[src/rtl/rom_loader_if.sv]
// Source byte stream and ROM programming bus shared by the loader and its environment.
// The master side is the loader: it accepts source bytes and drives the ROM write port.
interface rom_loader_if;
  logic       src_valid;
  logic [7:0] src_data;
  logic       src_ready;
  logic       prog;
  logic [15:0] prog_ab;
  logic [7:0] prog_do;

  modport master (
    input  src_valid, src_data,
    output src_ready, prog, prog_ab, prog_do
  );

  modport slave (
    output src_valid, src_data,
    input  src_ready, prog, prog_ab, prog_do
  );
endinterface

[src/rtl/rom_loader.sv]
// Streams an iNES-style image into ROM: validates the 16-byte header, writes every
// accepted byte at its index, and holds the cores in reset until the image is complete.
module rom_loader #(
  parameter int unsigned IMG_BYTES = 24592,
  parameter int unsigned TIMEOUT   = 1048576
) (
  input  logic               ppu_clk,
  input  logic               rst,
  input  logic               start,
  rom_loader_if.master       bus,
  output logic               cpu_rst,
  output logic               busy,
  output logic               done,
  output logic [1:0]         err
);

  localparam int unsigned  TW    = $clog2(TIMEOUT + 1);
  localparam logic [15:0]  LAST  = 16'(IMG_BYTES - 1);
  localparam logic [TW-1:0] TLAST = TW'(TIMEOUT - 1);

  typedef enum logic [2:0] {IDLE, HDR, LOAD, FLUSH, DONE, ERR} state_t;

  state_t        state, state_n;
  logic [15:0]   idx, idx_n;
  logic [TW-1:0] tcnt, tcnt_n;
  logic [15:0]   ab_q, ab_n;
  logic [7:0]    do_q, do_n;
  logic [1:0]    err_q, err_n;
  logic [1:0]    hdr_err;
  logic          accept;

  assign bus.src_ready = (state == HDR) || (state == LOAD);
  assign bus.prog      = (state == HDR) || (state == LOAD) || (state == FLUSH);
  assign bus.prog_ab   = ab_q;
  assign bus.prog_do   = do_q;
  assign busy          = bus.prog;
  assign done          = (state == DONE);
  assign cpu_rst       = (state != DONE);
  assign err           = err_q;
  assign accept        = bus.src_valid && bus.src_ready;

  // Magic bytes report code 1; format bytes (mapper/version fields) report code 2.
  always_comb begin
    hdr_err = '0;
    case (idx)
      16'd0: if (bus.src_data != 8'h4E) hdr_err = 2'd1;
      16'd1: if (bus.src_data != 8'h45) hdr_err = 2'd1;
      16'd2: if (bus.src_data != 8'h53) hdr_err = 2'd1;
      16'd3: if (bus.src_data != 8'h1A) hdr_err = 2'd1;
      16'd4: if (bus.src_data != 8'h01) hdr_err = 2'd2;
      16'd5: if (bus.src_data != 8'h01) hdr_err = 2'd2;
      16'd6: if (bus.src_data[7:4] != 4'h0) hdr_err = 2'd2;
      16'd7: if (bus.src_data[7:4] != 4'h0) hdr_err = 2'd2;
      default: hdr_err = '0;
    endcase
  end

  always_comb begin
    state_n = state;
    idx_n   = idx;
    tcnt_n  = tcnt;
    ab_n    = ab_q;
    do_n    = do_q;
    err_n   = err_q;
    case (state)
      IDLE, DONE, ERR: begin
        if (start) begin
          state_n = HDR;
          idx_n   = '0;
          tcnt_n  = '0;
          ab_n    = '0;
          do_n    = '0;
          err_n   = '0;
        end
      end
      HDR, LOAD: begin
        // An accept on the timeout edge takes priority and restarts the idle count.
        if (accept) begin
          ab_n   = idx;
          do_n   = bus.src_data;
          idx_n  = idx + 16'd1;
          tcnt_n = '0;
          if (state == HDR) begin
            if (hdr_err != 2'd0) begin
              state_n = ERR;
              err_n   = hdr_err;
            end else if (idx == 16'd15) begin
              state_n = LOAD;
            end
          end else if (idx == LAST) begin
            state_n = FLUSH;
          end
        end else if (tcnt == TLAST) begin
          state_n = ERR;
          err_n   = 2'd3;
        end else begin
          tcnt_n = tcnt + TW'(1);
        end
      end
      FLUSH:   state_n = DONE;
      default: state_n = IDLE;
    endcase
  end

  always_ff @(posedge ppu_clk or negedge rst) begin
    if (!rst) begin
      state <= IDLE;
      idx   <= '0;
      tcnt  <= '0;
      ab_q  <= '0;
      do_q  <= '0;
      err_q <= '0;
    end else begin
      state <= state_n;
      idx   <= idx_n;
      tcnt  <= tcnt_n;
      ab_q  <= ab_n;
      do_q  <= do_n;
      err_q <= err_n;
    end
  end

endmodule

[src/flat_wrapper.sv]
// flat-port wrapper written by rule: the top's interface ports become plain ports
module rom_loader_flat 
#(
  parameter int unsigned IMG_BYTES = 24592,
  parameter int unsigned TIMEOUT   = 1048576
)
  (ppu_clk, rst, start, cpu_rst, busy, done, err, bus_src_valid, bus_src_data, bus_src_ready, bus_prog, bus_prog_ab, bus_prog_do);
  rom_loader_if bus_i ();
  input  logic ppu_clk;
  input  logic rst;
  input  logic start;
  output logic cpu_rst;
  output logic busy;
  output logic done;
  output logic [1:0] err;
  input wire logic [$bits(bus_i.src_valid)-1:0] bus_src_valid;
  input wire logic [$bits(bus_i.src_data)-1:0] bus_src_data;
  output wire logic [$bits(bus_i.src_ready)-1:0] bus_src_ready;
  output wire logic [$bits(bus_i.prog)-1:0] bus_prog;
  output wire logic [$bits(bus_i.prog_ab)-1:0] bus_prog_ab;
  output wire logic [$bits(bus_i.prog_do)-1:0] bus_prog_do;
  assign bus_i.src_valid = bus_src_valid;
  assign bus_i.src_data = bus_src_data;
  assign bus_src_ready = bus_i.src_ready;
  assign bus_prog = bus_i.prog;
  assign bus_prog_ab = bus_i.prog_ab;
  assign bus_prog_do = bus_i.prog_do;
  rom_loader #(.IMG_BYTES(IMG_BYTES), .TIMEOUT(TIMEOUT)) u_core (.ppu_clk(ppu_clk), .rst(rst), .start(start), .bus(bus_i), .cpu_rst(cpu_rst), .busy(busy), .done(done), .err(err));
endmodule
[config.mk]
export PLATFORM = sky130hd
export DESIGN_NAME = rom_loader_flat
export DESIGN_NICKNAME = d
export VERILOG_FILES = /design/src/rtl/rom_loader_if.sv /design/src/rtl/rom_loader.sv /design/src/flat_wrapper.sv
export SDC_FILE = /design/constraint.sdc
export NUM_CORES = 1
export LEC_CHECK = 0
export ABC_AREA = 1
export BUFFER_PORTS_ARGS = -buffer_cell sky130_fd_sc_hd__buf_2
export CORE_MARGIN = 2
export CORE_UTILIZATION = 35
export DETAILED_ROUTE_END_ITERATION = 10
export SYNTH_ARGS = -nofsm -noshare
export SYNTH_HDL_FRONTEND = slang
export SYNTH_SLANG_ARGS = --single-unit
[constraint.sdc]
create_clock -name ppu_clk -period 5 [get_ports ppu_clk]
set_clock_uncertainty 0.05 [all_clocks]
set_input_delay 1 -clock ppu_clk [delete_from_list [all_inputs] [get_ports ppu_clk]]
set_output_delay 1 -clock ppu_clk [all_outputs]
set_load 0.02 [all_outputs]
==> flow_summary.ini <==
[global_route]
grt_max_degree = 67
grt.total_usage = 0.164
grt_overflow = 0
antenna_found_initial = 0
grt_pass1_wl_um = 14600
grt_pass1_vias = 2970

[clock_tree]
cts_buffer_depth = 2
cts_tree = done
cts_buffers = 9
hold_buffers = 0
htreeDepth = 3
cts_setup_buffers = 0
clock-sinks = 66
path_clk_slew_ps = 80
cts_resized = 0
cts-root-buf = clkbuf_8
insertion_delay_ps = 350

[placed_design]
place_inst = 647
dp_hpwl_um = 6410
gp_congestion = 0.914
port_buffers = 42

[yosys]
synth_area_leader_cell = dfrtp_1
yosys_warnings = 0
ys_top_cells_by_count = nand2_1 (134), dfrtp_1 (66), inv_1 (61), nor2_1 (42), o21ai_0 (37)
synth_cells = 476
syn_nets = 493
synth_edf_count = 0
ys.flop_type = dfrtp_1
synth_area_leaders = dfrtp_1 (45%), nand2_1 (14%), inv_1 (6.3%)
yosysMostFrequentCell = nand2_1
avgSynthCellArea_um2 = 7.69
ys_seq_elements = 66
syn-cell-area_um2 = 3660
synth_cell_types = 39
ys_async_sr_fraction = 1.00
ys_seq_area_frac = 0.451
synth.top_cell.area_share = 0.451

[timing]
final-hold-violation-count = 0
clock.fmax_ghz = 0.404
rsz0062_at_grt = no
worstMarginPinSlew_ps = 849
setup_viol = 0
fin_crit_ps = 2470
tns_ps = 0
slew_headroom = 0.434
slew_viol_final = 0
whs_ps = 430
fin_crit_sh = 0.495

[final_layout]
num_antenna_cells = 0
finalNonFillerCells = 663
drive_gt1_frac = 0.173
nNetsFinal = 539
area_growth_syn_to_layout_pct = 14.2

[pwr]
powerDensity_nw_per_um2 = 451
leakage_nw = 2.05
vdd_ir_drop_max_uv = 171

[setup_path]
cp_cell_sequence = inv_1 > nand3_1 > nand2_4 > buf_2
worst-setup-path-type = reg2out
crit_buf_inv = 2
cp-end-kind = output port
crit_path_max_fanout = 8
required_ps = 3950
slowest_delay_ps = 490
critPathArrivalTime_ps = 1420
crit_family = flip-flops
cp-start-kind = flip-flop
cp_slowest_cell = dfrtp_1

[floorplan]
die_area_um2 = 11300
die_w_um = 106
ios = 43
initial_core_util = 0.358
core_area_um2 = 10200
chipHeight_um = 106
rows = 37

[routing]
viasPerCell = 4.80
vias = 3183
drt_pass1_iterations = 4
postRouteAntennaNets = 0
routedWlPerCell_um = 13.1
routed_wl_um = 8680
drt_iter0_drc = 160
post-route-drc-count = 0

[worst_hold_path]
hp-class = reg2reg

[job]
drv_cap = 0

[status]
status = completed
## cell usage in the layout (no fill, tap or decap), drive strengths merged, types with 6 or more instances in the layout
cell type and count:
clkinv 7, clkbuf 9, nor4 6, a21oi 22, dfrtp 66, nor3 13
nand3 24, nand2 142, nor2 51, buf 43, o21ai 47, inv 66
## metrics by stage
stage / util / cell area (µm²) / setup WS, ps / total power [mW]
2_1_floorplan: - / 3660 / 2640 / 1.29
3_3_place_gp: 0.392 / 4010 / 2360 / 1.49
3_5_place_dp: 0.392 / 4010 / 2320 / 1.50
4_1_cts: 0.408 / 4180 / 2510 / 1.91
5_1_grt: 0.408 / 4180 / 2210 / 2.04
6_report: 0.408 / 4180 / 2530 / 1.88
## tightest hold or removal path, stage by stage (launching register included)
cell and delay [ps]:
dfrtp_1 350, nand2_1 50, nand2_1 40
## power by group
part	switching (mW)	total, mW	internal, mW
clock	0.223	0.402	0.179
sequential	0.0589	0.667	0.608
combinational	0.580	0.813	0.233
## sequential cells by signal, summed over array words and instances, names as in the netlist
signal	count
u_core.state	3
u_core.err	2
u_core.idx	16
u_core.bus.prog_ab	16
u_core.bus.prog_do	8
u_core.tcnt	21
## layer usage
layer	part of all wire	vias to the layer above	track usage
li1	-	1623	-
met1	0.49	1494	0.232
met2	0.45	51	0.243
met3	0.037	15	0.0386
met4	0.023	0	0.0648
met5	0	-	0
## final timing paths
check / from / endpoint / slack [ps] / cells after the start
hold / removal: u_core.bus.prog_ab[11] / u_core.bus.prog_ab[11] / 430 / 2
min in group asynchronous: rst / u_core.tcnt[4] / 780 / 2
setup reg to reg: u_core.tcnt[1] / u_core.tcnt[11] / 2540 / 15
setup / recovery: u_core.state[1] / bus_src_ready / 2530 / 4
max in group asynchronous: rst / u_core.idx[2] / 3550 / 2
hold reg to reg: u_core.bus.prog_ab[11] / u_core.bus.prog_ab[11] / 430 / 2
## logic make-up (layout without fill, tap and decap cells)
group	count (synthesis)	count (layout)	synth area share
and+or+nand+nor	244	244	0.316
adders and majority gates	5	5	0.0171
buffers and inverters	74	125	0.0800
AOI/OAI and AO/OA	83	83	0.126
DFF	66	66	0.451
xor gates and xnor gates	4	4	0.00957
## cell type report
type	count	area [µm²]
flip-flops and latches	66	1650
clock inverters	7	46.3
well taps	136	170
repair buffers	43	218
inverters	66	253
multi-input cells	336	1720
clock buffers	9	124
fillers	1049	6050
Note: power is estimated with default switching activity, not from simulation.
